File: config.mk
export PLATFORM = sky130hd
export DESIGN_NAME = gpio_input_capture
export DESIGN_NICKNAME = d
export VERILOG_FILES = /design/src/rtl/gpio_input_capture.sv
export SDC_FILE = /design/constraint.sdc
export NUM_CORES = 1
export LEC_CHECK = 0
export CAP_MARGIN = 10
export CELL_PAD_IN_SITES_DETAIL_PLACEMENT = 0
export CELL_PAD_IN_SITES_GLOBAL_PLACEMENT = 1
export CORE_MARGIN = 3
export CORE_UTILIZATION = 46
export DETAILED_ROUTE_END_ITERATION = 6
export PLACE_DENSITY = 0.87
export SLEW_MARGIN = 25
export SYNTH_ARGS = -nofsm -noshare
export SYNTH_HDL_FRONTEND = slang
export SYNTH_SLANG_ARGS = --single-unit
File: constraint.sdc
create_clock -name i_clk -period 6.7 [get_ports i_clk]
set_input_delay 1.34 -clock i_clk [delete_from_list [all_inputs] [get_ports i_clk]]
set_output_delay 1.34 -clock i_clk [all_outputs]
set_load 0.005 [all_outputs]
File: src/rtl/gpio_input_capture.sv
// gpio_input_capture: synchronises raw GPIO pins, latches sticky rise/fall
// flags, counts masked rising events and exposes everything as a small
// register bank on the SPI slave's address/strobe/data bus.
module gpio_input_capture #(
  parameter int          WIDTH      = 10,
  parameter int          DATA_WIDTH = 16,
  parameter logic [15:0] BASE_ADDR  = 16'h0002
) (
  input  logic                  i_clk,
  input  logic                  i_rst_n,
  input  logic [WIDTH-1:0]      i_pins,
  input  logic [15:0]           i_address,
  input  logic                  i_reg_read_strobe,
  input  logic                  i_reg_write_strobe,
  input  logic [DATA_WIDTH-1:0] i_write_data,
  output logic [DATA_WIDTH-1:0] o_read_data,
  output logic                  o_read_valid,
  output logic                  o_irq
);

  localparam logic [2:0] OFF_LEVEL = 3'd0;
  localparam logic [2:0] OFF_RISE  = 3'd1;
  localparam logic [2:0] OFF_FALL  = 3'd2;
  localparam logic [2:0] OFF_COUNT = 3'd3;
  localparam logic [2:0] OFF_MASK  = 3'd4;

  logic [WIDTH-1:0]      sync1;
  logic [WIDTH-1:0]      sync2;
  logic [WIDTH-1:0]      prev;
  logic [WIDTH-1:0]      rise;
  logic [WIDTH-1:0]      fall;
  logic [WIDTH-1:0]      rise_flags;
  logic [WIDTH-1:0]      fall_flags;
  logic [WIDTH-1:0]      irq_mask;
  logic [15:0]           event_count;
  logic [1:0]            warm_cnt;
  logic                  warm_done;
  logic [15:0]           addr_offset;
  logic [2:0]            offset_sel;
  logic                  addr_hit;
  logic                  do_read;
  logic                  do_write_mask;
  logic                  clr_rise;
  logic                  clr_fall;
  logic                  clr_count;
  logic                  count_inc;
  logic [DATA_WIDTH-1:0] read_mux;
  logic                  unused_write_bits;

  // Only the low WIDTH bits of the write bus land in the mask register.
  assign unused_write_bits = ^i_write_data;

  // Edge detection stays off until the synchroniser has flushed the reset
  // zeros, so a pin held high through reset is not mistaken for a rise.
  assign warm_done = (warm_cnt == 2'd3);
  assign rise      = warm_done ? (sync2 & ~prev) : '0;
  assign fall      = warm_done ? (~sync2 & prev) : '0;
  assign count_inc = |(rise & irq_mask);

  // Address decode covers BASE_ADDR..BASE_ADDR+4; a simultaneous write wins
  // over a read, so the read (and its clear side effect) is dropped.
  assign addr_offset   = i_address - BASE_ADDR;
  assign offset_sel    = addr_offset[2:0];
  assign addr_hit      = (i_address >= BASE_ADDR) && (addr_offset <= 16'd4);
  assign do_read       = i_reg_read_strobe && !i_reg_write_strobe && addr_hit;
  assign do_write_mask = i_reg_write_strobe && addr_hit && (offset_sel == OFF_MASK);
  assign clr_rise      = do_read && (offset_sel == OFF_RISE);
  assign clr_fall      = do_read && (offset_sel == OFF_FALL);
  assign clr_count     = do_read && (offset_sel == OFF_COUNT);

  // Register read multiplexer, zero-extending each field to the data bus.
  always_comb begin
    read_mux = '0;
    case (offset_sel)
      OFF_LEVEL: read_mux = DATA_WIDTH'(sync2);
      OFF_RISE:  read_mux = DATA_WIDTH'(rise_flags);
      OFF_FALL:  read_mux = DATA_WIDTH'(fall_flags);
      OFF_COUNT: read_mux = DATA_WIDTH'(event_count);
      OFF_MASK:  read_mux = DATA_WIDTH'(irq_mask);
      default:   read_mux = '0;
    endcase
  end

  // Counts cycles since reset release until edge detection is allowed.
  always_ff @(posedge i_clk or negedge i_rst_n) begin
    if (!i_rst_n) begin
      warm_cnt <= 2'd0;
    end else if (!warm_done) begin
      warm_cnt <= warm_cnt + 2'd1;
    end
  end

  // Two-flop synchroniser per pin plus a delayed copy for edge detection.
  always_ff @(posedge i_clk or negedge i_rst_n) begin
    if (!i_rst_n) begin
      sync1 <= '0;
      sync2 <= '0;
      prev  <= '0;
    end else begin
      sync1 <= i_pins;
      sync2 <= sync1;
      prev  <= sync2;
    end
  end

  // Sticky edge flags; a fresh edge on the same cycle as a clearing read survives.
  always_ff @(posedge i_clk or negedge i_rst_n) begin
    if (!i_rst_n) begin
      rise_flags <= '0;
      fall_flags <= '0;
    end else begin
      rise_flags <= (clr_rise ? '0 : rise_flags) | rise;
      fall_flags <= (clr_fall ? '0 : fall_flags) | fall;
    end
  end

  // Saturating counter of cycles with at least one masked rising edge.
  always_ff @(posedge i_clk or negedge i_rst_n) begin
    if (!i_rst_n) begin
      event_count <= 16'd0;
    end else if (clr_count) begin
      event_count <= count_inc ? 16'd1 : 16'd0;
    end else if (count_inc && (event_count != 16'hFFFF)) begin
      event_count <= event_count + 16'd1;
    end
  end

  // Interrupt mask, the only writable register.
  always_ff @(posedge i_clk or negedge i_rst_n) begin
    if (!i_rst_n) begin
      irq_mask <= '0;
    end else if (do_write_mask) begin
      irq_mask <= i_write_data[WIDTH-1:0];
    end
  end

  // Registered read data that holds until the next decoded read, plus its strobe.
  always_ff @(posedge i_clk or negedge i_rst_n) begin
    if (!i_rst_n) begin
      o_read_data  <= '0;
      o_read_valid <= 1'b0;
    end else begin
      o_read_valid <= do_read;
      if (do_read) begin
        o_read_data <= read_mux;
      end
    end
  end

  // Interrupt is raised while any masked rising flag is pending.
  always_ff @(posedge i_clk or negedge i_rst_n) begin
    if (!i_rst_n) begin
      o_irq <= 1'b0;
    end else begin
      o_irq <= |(rise_flags & irq_mask);
    end
  end

endmodule

==> summary.md, run 1 <==
| Metric | Value |
|---|---|
| First-pass GRT wire length | 17,100 um |
| Synth Area in Compound Gates | between 10% and 20% |
| Largest family of logic cells by synthesized area | simple AND/OR/NAND/NOR gates |
| Initial DRC count | 248 |
| Outcome | complete, no violations |
| Die width | 104 um |
| CTS resizes | 0 |
| Clk pwr share | 35.3% |
| Fin. max-slew vios | 0 |
| Clock root buffer | clkbuf_8 |
| Placed cell area | roughly 0.005 sq mm |
| Drt first pass iters | 4 |
| Via count | approximately 3,300 |
| Skew final | about 0.010 ns |
| Sequential area share after synthesis | between 50% and 60% |
| Setup TNS | 0 ns |
| Vias per cell | 5.63 |
| Drt drc | 0 |
| Final HPWL DP | 7050 um |
| Final wirelength | between 10,000 and 15,000 um |
| Die Y | 104 um |
| # port buffers | 57 |
| Adder-cell share of the synthesized area | 0.854% |
| H-tree Lvls | 3 |
| Syn_nets | 449 |
| Critical path fanouts, max | 19 |
| Routed Antenna Nets | 0 |
| Internal | approximately 770 uW |
| Total GRT Usage | 20.0% |
| Core Rows | 35 |
| Final Instance Area | 0.00526 sq mm |
| Antenna Cells | 0 |
| Crit Path Class | in -> reg |
| # hold bufs at CTS | 0 |
| Post-CTS setup buffers | 0 |
| Xor-xnor portion of the synthesized cell area | 0.598% |
| Max-slew headroom | approximately 34% |
| Starting Density | 47.3% |
| # nets final | 503 |
| Post-Syn Instances | 400 |
| Final setup vio count | 0 |
| Combinational share of power | 8.1% |
| CTS tree | built |
| Utilization after layout | a little under three fifths |
| RePlAce Congestion | 0.836 |
| Max-Cap Viols | 0 |
| Switching Fraction | about a quarter |
| CTS Sinks | 96 |
| Sequential power share | 56.7% |
| Die ar. | 0.0108 sq mm |
| Hold slack | 0.356 ns |
| Critical Path Source Type | input pin |
| Critical path endpoint category | register |
| Min Tclk post-route | 4.72 ns |
| Worst endpoint data arrival time | around 5 ns |
| Number of global-route vias before repair | 3,270 |
| Power Density | roughly 200 mW/mm^2 |
| Simple-gate share of the synthesized area | 19.3% |
| Peak supply drop | 123 uV |
| Cts bufs inserted | 9 |
| Unrepaired setup endpoints after global routing | no |
| Initial antenna violation count | 0 |
| Ys flop type | dfrtp_1 |
| Max frequency | 212 MHz |
| Area Overhead vs Synth | 19.7% |
| Largest net degree at the start of global routing | 53 |
| NetSw | 277 uW |
| Worst endpoint required time | 6.96 ns |
| CTS clk-pin slew, worst paths | 0.10 ns |
| Share of post-route cells with drive strength above 1 | 10.0% |
| Final cycle utilization of the critical path | between 70% and 80% |
| Mux share of post-synthesis cell area | under 10% |
| Fin. Hold Viols | 0 |
| FF+latch count, synth | 96 |
| Worst hold path type | reg -> reg |
| Core ar. | 0.00928 sq mm |
| Worst-Margin Slew | 0.988 ns |
| EDFF count, synth | 0 |
| CTS Buffer Depth | 2 |
| Total power | 1050 uW |
| Io pins | 64 |
| Gr ovfl total | 0 |
| Ys Warns | 0 |
| Synth async-reset ratio | between 90% and 100% |
| Worst skew pair latency | 0.37 ns |
| Syn Std Cell Area | 0.00440 sq mm |
| Lkg Pwr | 0.00228 uW |
| Syn Area/Cell | 11.0 sq um |
| Wire per inst | 17.3 um |
| Unique masters post-synth | 50 |
==> cell usage after synthesis (7+ instances only) <==
cell	instances	area [sq um]
mux2_2	20	225
nand2b_1	8	50.1
a21oi_1	20	100
a22o_1	11	96.3
nor2_1	21	78.8
and3_1	7	43.8
o2bb2ai_1	13	114
clkbuf_1	12	45.0
nand3_1	12	60.1
a22oi_1	16	120
o21ai_0	13	65.1
nand2_1	51	191
dfrtp_1	96	2400
nand4_1	11	68.8
nor3_1	8	40.0
inv_1	7	26.3
mux2i_1	7	70.1
==> kinds of logic after synthesis <==
family | Yosys count
AND/OR/NAND/NOR | 153
adder cells (fa/ha/maj) | 3
buffers and inverters | 24
multiplexers | 27
flip-flops | 96
AO/OA/AOI/OAI | 94
XOR/XNOR | 3
==> layout by cell type (no fill, tap or decap), types with 3 or more instances in the layout <==
| master | Yosys | layout |
|---|---|---|
| and3b_1 | 4 | 4 |
| nand4_1 | 11 | 11 |
| nand4b_1 | 6 | 6 |
| and2_1 | 5 | 5 |
| ha_1 | 3 | 3 |
| nand2b_1 | 8 | 8 |
| a22oi_1 | 16 | 16 |
| clkinv_4 | 0 | 3 |
| and3_1 | 7 | 7 |
| dfrtp_1 | 96 | 96 |
| nand3_1 | 12 | 12 |
| nor4_1 | 4 | 4 |
| o2bb2ai_1 | 13 | 13 |
| mux2_2 | 20 | 20 |
| a21o_1 | 6 | 6 |
| o21ai_0 | 13 | 13 |
| and4_1 | 4 | 4 |
| nor3_1 | 8 | 8 |
| mux2i_1 | 7 | 7 |
| a32o_1 | 3 | 3 |
| nor2_1 | 21 | 21 |
| buf_4 | 0 | 4 |
| clkbuf_8 | 0 | 9 |
| clkdlybuf4s50_1 | 0 | 56 |
| a21oi_1 | 20 | 20 |
| a22o_1 | 11 | 11 |
| nand2_1 | 51 | 51 |
| nor2b_1 | 3 | 3 |
| inv_1 | 7 | 7 |
==> final timing paths <==
check	start	endpoint	slack, ns	depth (start not counted)
max	i_address[1]	rise_flags[8]$_DFF_PN0_	1.98	9
min	sync1[6]$_DFF_PN0_	sync2[6]$_DFF_PN0_	0.36	0
max reg2reg	warm_cnt[0]$_DFFE_PN0N_	event_count[9]$_DFFE_PN0P_	3.83	7
min reg2reg	sync1[6]$_DFF_PN0_	sync2[6]$_DFF_PN0_	0.36	0
max in group asynchronous	i_rst_n	sync1[7]$_DFF_PN0_	4.70	2
min in group asynchronous	i_rst_n	o_read_data[10]$_DFFE_PN0N_	0.98	1
==> registers in the layout, indices dropped and copies added (netlist names) <==
| signal | flops |
|---|---|
| o_irq | 1 |
| fall_flags | 10 |
| o_read_valid | 1 |
| prev | 10 |
| o_read_data | 16 |
| irq_mask | 10 |
| rise_flags | 10 |
| sync1 | 10 |
| event_count | 16 |
| warm_cnt | 2 |
| sync2 | 10 |
==> per-stage QoR <==
step	cells	setup slack [ns]
2_1_floorplan	400	3.00
3_3_place_gp	572	1.60
3_5_place_dp	572	1.61
5_1_grt	588	1.76
4_1_cts	588	1.99
6_report	588	1.98
==> power by group through the flow <==
stage / Clock, uW / Combinational, uW / Sequential (uW)
4_1_cts: 382 / 85.1 / 595
3_5_place_dp: 0 / 84.5 / 607
3_3_place_gp: 0 / 83.5 / 606
2_1_floorplan: 0 / 38.0 / 604
5_1_grt: 408 / 93.3 / 597
6_report: 371 / 84.6 / 595
==> cell type report <==
| type | instances | area, sq um |
|---|---|---|
| Clock inverter | 7 | 71.3 |
| Inverter | 7 | 26.3 |
| Tap cell | 129 | 161 |
| Fill cell | 830 | 4020 |
| Sequential cell | 96 | 2400 |
| Clock buffer | 9 | 124 |
| Timing Repair Buffer | 60 | 591 |
| Multi-Input combinational cell | 280 | 1890 |
==> critical path: stages <==
cell	delay [ns]
clkdlybuf4s50_1	0.86
inv_1	0.23
ha_1	0.26
nor3b_1	0.41
nand4b_1	0.28
a21o_1	0.30
nor4_4	0.68
nand4_4	0.28
a32o_1	0.33
==> metal layers <==
metal	global-route usage, %	vias up	part of all wire, %
li1	-	1586	-
met1	28.8	1618	48
met2	29.8	91	45
met3	4.30	16	5.1
met4	7.22	0	2.0
met5	0	-	0
Note: power is estimated with default switching activity, not from simulation.
==> run 2: changes to the inputs <==
Settings changed: CORE_UTILIZATION 46 to 43, PLACE_DENSITY 0.87 to 0.82.
Clock period 6.7 ns to 4.5 ns, I/O delays scaled along.
==> run 2 against run 1 <==
Compared with the run above: first-iteration DRC count shrank 29%; sequential share of layout area shrank 0.41 points; final area grew 0.90%; clock skew grew 0.012 ns; wire length grew 2.6%; register-to-register slack lost 1.9 ns; critical path depth grew 1; sequential cell count is the same; power grew 52%; via count grew 1.9%; clock power grew 56%.
==> summary.md, run 2 (same netlist as run 1, synthesis figures left out) <==
| Metric | Value |
|---|---|
| First-pass GRT wire length | 17,400 um (+1.6%) |
| Final wirelength | 10,500 um (+2.6%) |
| CTS Sinks | 96 (unchanged) |
| Initial DRC count | 175 (-29%) |
| CTS clk-pin slew, worst paths | 0.10 ns (about the same) |
| Die width | 107 um (+3.2%) |
| Skew final | 0.0225 ns (+0.0121 ns) |
| Critical path fanouts, max | 11 (-8) |
| Crit path buf inv count | 3 (+1) |
| Crit path max-delay family | simple AND/OR/NAND/NOR gates |
| Cts bufs inserted | 9 (unchanged) |
| # nets final | 507 (+0.80%) |
| Core ar. | 0.00986 sq mm (+6.3%) |
| Max frequency | 302 MHz |
| Post-CTS setup buffers | 0 (unchanged) |
| Max-slew headroom | 38.8% (+4.9 points) |
| Final cell count without fillers | 596 (+1.4%) |
| Critical path endpoint category | register |
| Gr ovfl total | 0 (unchanged) |
| Critical Path Source Type | input pin |
| # port buffers | 57 (unchanged) |
| Lkg Pwr | 0.00230 uW (+1.0%) |
| Setup TNS | 0 ns (unchanged) |
| Most common cell after layout, fill and taps aside | dfrtp_1 |
| Routed Antenna Nets | 0 (unchanged) |
| Worst hold path type | reg -> reg |
| Outcome | complete, no violations |
| Final setup vio count | 0 (unchanged) |
| Antenna Cells | 0 (unchanged) |
| Worst path max stage delay | 0.48 ns (-0.38 ns) |
| Worst endpoint required time | 4.78 ns (-2.18 ns) |
| Total power | 1590 uW (+52%) |
| Initial antenna violation count | 0 (unchanged) |
| Largest net degree at the start of global routing | 74 (+40%) |
| Placed cells | 580 (+1.4%) |
| Unrepaired setup endpoints after global routing | no |
| Total GRT Usage | 19.5% (-0.46 points) |
| CTS resizes | 0 (unchanged) |
| Max-Cap Viols | 0 (unchanged) |
| Final HPWL DP | 7120 um (+0.94%) |
| Wire per inst | 17.6 um (+1.2%) |
| Min Tclk post-route | 3.31 ns |
| Area Overhead vs Synth | 20.8% |
| Via count | 3,373 (+1.9%) |
| Die Y | 107 um (+3.2%) |
| Crit path max-delay cell type | clkdlybuf4s50_1 |
| Fin. Hold Viols | 0 (unchanged) |
| Most frequent cells in the layout | dfrtp_1 (96), clkdlybuf4s50_1 (56), nand2_1 (51) |
| Io pins | 64 (unchanged) |
| Die ar. | 0.0115 sq mm (+6.6%) |
| CTS tree | built |
| CTS Buffer Depth | 2 (unchanged) |
| # hold bufs at CTS | 0 (unchanged) |
| Power Density | 300 mW/mm^2 (+50%) |
| Utilization after layout | 53.8% (-2.9 points) |
| H-tree Lvls | 3 (unchanged) |
| Core Rows | 36 (+2.9%) |
| Drt drc | 0 (unchanged) |
| Register area | 0.00240 sq mm (unchanged) |
| Number of global-route vias before repair | 3,375 (+3.2%) |
| Worst-Margin Slew | 0.914 ns (-0.0741 ns) |
| Clock root buffer | clkbuf_8 |
| Share of post-route cells with drive strength above 1 | 10.8% (+0.78 points) |
| FILL cells | 886 (+6.7%) |
| Worst skew pair latency | 0.38 ns (about the same) |
| Drt first pass iters | 4 (unchanged) |
| RePlAce Congestion | 0.839 (+0.38%) |
| Hold slack | 0.355 ns (-0.000890 ns) |
| Worst-path cell chain | clkdlybuf4s50_1, inv_1, ha_1, nor3b_1, nand4b_1, a21o_1, nor4_4, buf_4, nand4_4, a32o_1 |
| Final cycle utilization of the critical path | 73.5% |
| Crit Path Class | in -> reg |
| Starting Density | 44.6% (-2.8 points) |
| Vias per cell | 5.66 (+0.51%) |
| Peak supply drop | 202 uV (+65%) |
| Fin. max-slew vios | 0 (unchanged) |
| Biggest regs | event_count: 16 flops, o_read_data: 16 flops |
| Worst endpoint data arrival time | 3.59 ns (-1.40 ns) |
| Multi-input combinational cell area | 0.00189 sq mm (+0.13%) |
-- run 2: metrics by stage --
step	worst slack (ns)	area [sq um]
global placement	0.829	5100
CTS	1.23	5310
global route	0.994	5310
floorplan	1.24	4400
finish	1.19	5310
detailed placement	0.829	5100
-- run 2: area by class of cell --
cell class | instances | area share, %
clock buffer | 10 | 2.40
clock inverter | 6 | 1.46
inverter | 7 | 0.495
multi-input combinational | 280 | 35.6
sequential | 96 | 45.3
tap | 133 | 3.13
timing repair buffer | 64 | 11.7
-- run 2: path summary, 6_finish.rpt --
path                                         startpoint                     endpoint  slack [ns]  cells after the start
worst max-delay path                       i_address[2]      rise_flags[8]$_DFF_PN0_        1.19                     10
worst min-delay path                 sync1[4]$_DFF_PN0_           sync2[4]$_DFF_PN0_        0.36                      0
worst max register to register  warm_cnt[0]$_DFFE_PN0N_   event_count[9]$_DFFE_PN0P_        1.94                      7
worst min register to register       sync1[4]$_DFF_PN0_           sync2[4]$_DFF_PN0_        0.36                      0
max in group asynchronous                       i_rst_n   o_read_data[5]$_DFFE_PN0N_        2.98                      2
min in group asynchronous                       i_rst_n  o_read_data[14]$_DFFE_PN0N_        0.63                      1
-- run 2: per-layer routing --
metal	GRT usage [%]	part of all wire (%)	wire length, um
met1	27.2	47	4880
met2	28.3	45	4740
met3	5.12	6.3	661
met4	9.22	1.7	179
met5	0	0	0
-- run 2: where the power goes --
group          switching [uW]  internal, uW  total [uW]
combinational            68.6          60.1         129
clock                     314           266         579
sequential               10.7           876         886
==> run 3: changes to the inputs <==
Settings changed: CORE_UTILIZATION 43 to 39, PLACE_DENSITY 0.82 to 0.78.
Clock period 4.5 ns to 2.6 ns, I/O delays scaled along.
==> run 3 against run 2 <==
Compared with the run above: die area grew 9.7%; setup slack lost 1.0 ns; sequential cell count is the same; core utilization shrank 1.0 points; first-iteration DRC count grew 38%; final area grew 8.7%; non-clock buffer count grew 34; clock power grew 140%; clock skew shrank 0.017 ns; critical path depth is the same; count of clock-buffer cells in the layout shrank 1; combinational power grew 98%; largest cell class unchanged.
==> summary.md, run 3 (same netlist as run 1, synthesis figures left out) <==
| Metric | Value |
|---|---|
| Outcome | complete, no violations |
| Die Y | 112 um (+4.7%) |
| Switching Fraction | 23.6% (-1.0 points) |
| H-tree Lvls | 3 (unchanged) |
| Final cycle utilization of the critical path | 93.4% |
| Fin. Hold Viols | 0 (unchanged) |
| # hold bufs at CTS | 0 (unchanged) |
| Starting Density | 40.2% (-4.4 points) |
| CTS tree | built |
| Fin. max-slew vios | 0 (unchanged) |
| Wire per inst | 16.8 um (-4.3%) |
| Max frequency | 412 MHz |
| Via count | 3,482 (+3.2%) |
| Core ar. | 0.0109 sq mm (+11%) |
| Combinational share of power | 8.1% (about the same) |
| Most common cell after layout, fill and taps aside | dfrtp_1 |
| Area Overhead vs Synth | 31.3% |
| Crit path buf inv count | 4 (+1) |
| Critical Path Source Type | input pin |
| Cts bufs inserted | 9 (unchanged) |
| Peak supply drop | 341 uV (+69%) |
| Largest net degree at the start of global routing | 43 (-42%) |
| Drt drc | 0 (unchanged) |
| Worst skew pair latency | 0.34 ns (-0.04 ns) |
| Worst-path cell chain | dlygate4sd2_1, buf_4, o31a_1, or3_4, buf_4, a2111oi_4, buf_4, and2_1, nor3_1, nor3_1 |
| Crit path max-delay cell type | or3_4 |
| # port buffers | 57 (unchanged) |
| Final setup vio count | 0 (unchanged) |
| Clock root buffer | clkbuf_16 |
| First-pass GRT wire length | 17,700 um (+1.7%) |
| Io pins | 64 (unchanged) |
| Utilization after layout | 52.8% (-1.0 points) |
| Vias per cell | 5.46 (-3.6%) |
| Sequential power share | 48.6% (-7.0 points) |
| Initial antenna violation count | 0 (unchanged) |
| Biggest regs | event_count: 16 flops, o_read_data: 16 flops |
| Crit Path Class | in -> reg |
| Share of post-route cells with drive strength above 1 | 18.5% (+7.7 points) |
| Routed Antenna Nets | 0 (unchanged) |
| Power Density | 547 mW/mm^2 (+82%) |
| Placed cells | 621 (+7.1%) |
| Dpl ws | -0.460 ns (-1.29 ns) |
| Total GRT Usage | 17.5% (-2.0 points) |
| Die width | 112 um (+4.7%) |
| Initial DRC count | 241 (+38%) |
| Skew final | 0.00597 ns (-0.0165 ns) |
| PnR worst setup slack | 0.171 ns (-1.02 ns) |
| Critical path endpoint category | register |
| Final wirelength | 10,700 um (+2.5%) |
| Crit path top cell by count | buf_4 |
| Worst path max stage delay | 0.39 ns (-0.09 ns) |
| Final HPWL DP | 7630 um (+7.2%) |
| Max-slew headroom | 45.9% (+7.1 points) |
| Max-Cap Viols | 0 (unchanged) |
| Antenna Cells | 0 (unchanged) |
| Final cell count without fillers | 638 (+7.0%) |
| Crit path max-delay family | buffers and inverters |
| Min Tclk post-route | 2.43 ns |
| CTS Buffer Depth | 2 (unchanged) |
| Die ar. | 0.0126 sq mm (+9.7%) |
| RePlAce Congestion | 0.848 (+1.1%) |
| CTS Sinks | 96 (unchanged) |
| Clk pwr share | 43.3% (+7.0 points) |
| Internal | 2410 uW (+100%) |
| Worst endpoint data arrival time | 2.68 ns (-0.91 ns) |
| Most frequent cells in the layout | dfrtp_1 (96), clkdlybuf4s50_1 (54), nand2_1 (51) |
| Gr ovfl total | 0 (unchanged) |
| Worst-Margin Slew | 0.809 ns (-0.105 ns) |
| # nets final | 542 (+6.9%) |
| Drt first pass iters | 4 (unchanged) |
| Worst hold path type | in -> async |
| Number of global-route vias before repair | 3,428 (+1.6%) |
| NetSw | 745 uW (+90%) |
| Critical path fanouts, max | 5 (-6) |
| Unrepaired setup endpoints after global routing | no |
| CTS clk-pin slew, worst paths | 0.07 ns (-0.03 ns) |
| Core Rows | 38 (+5.6%) |
| Lkg Pwr | 0.00254 uW (+11%) |
| Worst endpoint required time | 2.85 ns (-1.93 ns) |
run 3: through the flow:
stage	hold slack (ns)	area, sq um	TNS, ns	power, uW
CTS	0.177	5770	0	3190
floorplan	0.224	4450	-0.0223	1660
global placement	0.332	5440	-17.53	1820
finish	0.158	5770	0	3160
detailed placement	0.335	5440	-19.71	1820
global route	0.199	5770	0	3290
run 3: repair_timing:
item | CTS | global route
buffers inserted | 0 | 0
gates resized for setup | 6 | 1
pin swaps | 4 | 0
setup endpoints to repair | 25 | 1
cloned | 1 | 0
endpoints found under the hold margin | 0 | 0
run 3: final cells by class:
class	instances	area [sq um]
fill	981	5160
sequential	96	2400
multi-input combinational	281	1940
timing repair buffer	98	915
clock buffer	9	225
tap	140	175
clock inverter	7	86.3
inverter	7	28.8
run 3: layer usage:
| metal | share of wire, % | track usage [%] | routed length [um] | vias up |
|---|---|---|---|---|
| met5 | 0 | 0 | 0 | - |
| met4 | 1.4 | 4.49 | 145 | 0 |
| met3 | 7.5 | 4.64 | 800 | 10 |
| met2 | 45 | 26.9 | 4800 | 124 |
| met1 | 46 | 24.9 | 4980 | 1681 |
| li1 | - | - | - | 1667 |
run 3: final timing paths:
check                           cells after the start  slack [ns]                          end                    start
worst max-delay path                               10        0.17   event_count[0]$_DFFE_PN0P_             i_address[1]
worst min-delay path                                1        0.16  o_read_data[14]$_DFFE_PN0N_                  i_rst_n
worst max register to register                      8        0.26   event_count[6]$_DFFE_PN0P_  warm_cnt[0]$_DFFE_PN0N_
worst min register to register                      0        0.35           sync2[3]$_DFF_PN0_       sync1[3]$_DFF_PN0_
max in group asynchronous                           2        1.85      rise_flags[5]$_DFF_PN0_                  i_rst_n
min in group i_clk                                  0        0.35           sync2[3]$_DFF_PN0_       sync1[3]$_DFF_PN0_
run 3: power by group through the flow:
stage | clock, uW | sequential, uW | combinational, uW
CTS | 1400 | 1530 | 258
global placement | 0 | 1560 | 253
global route | 1470 | 1540 | 283
detailed placement | 0 | 1560 | 255
finish | 1370 | 1540 | 256
floorplan | 0 | 1560 | 104
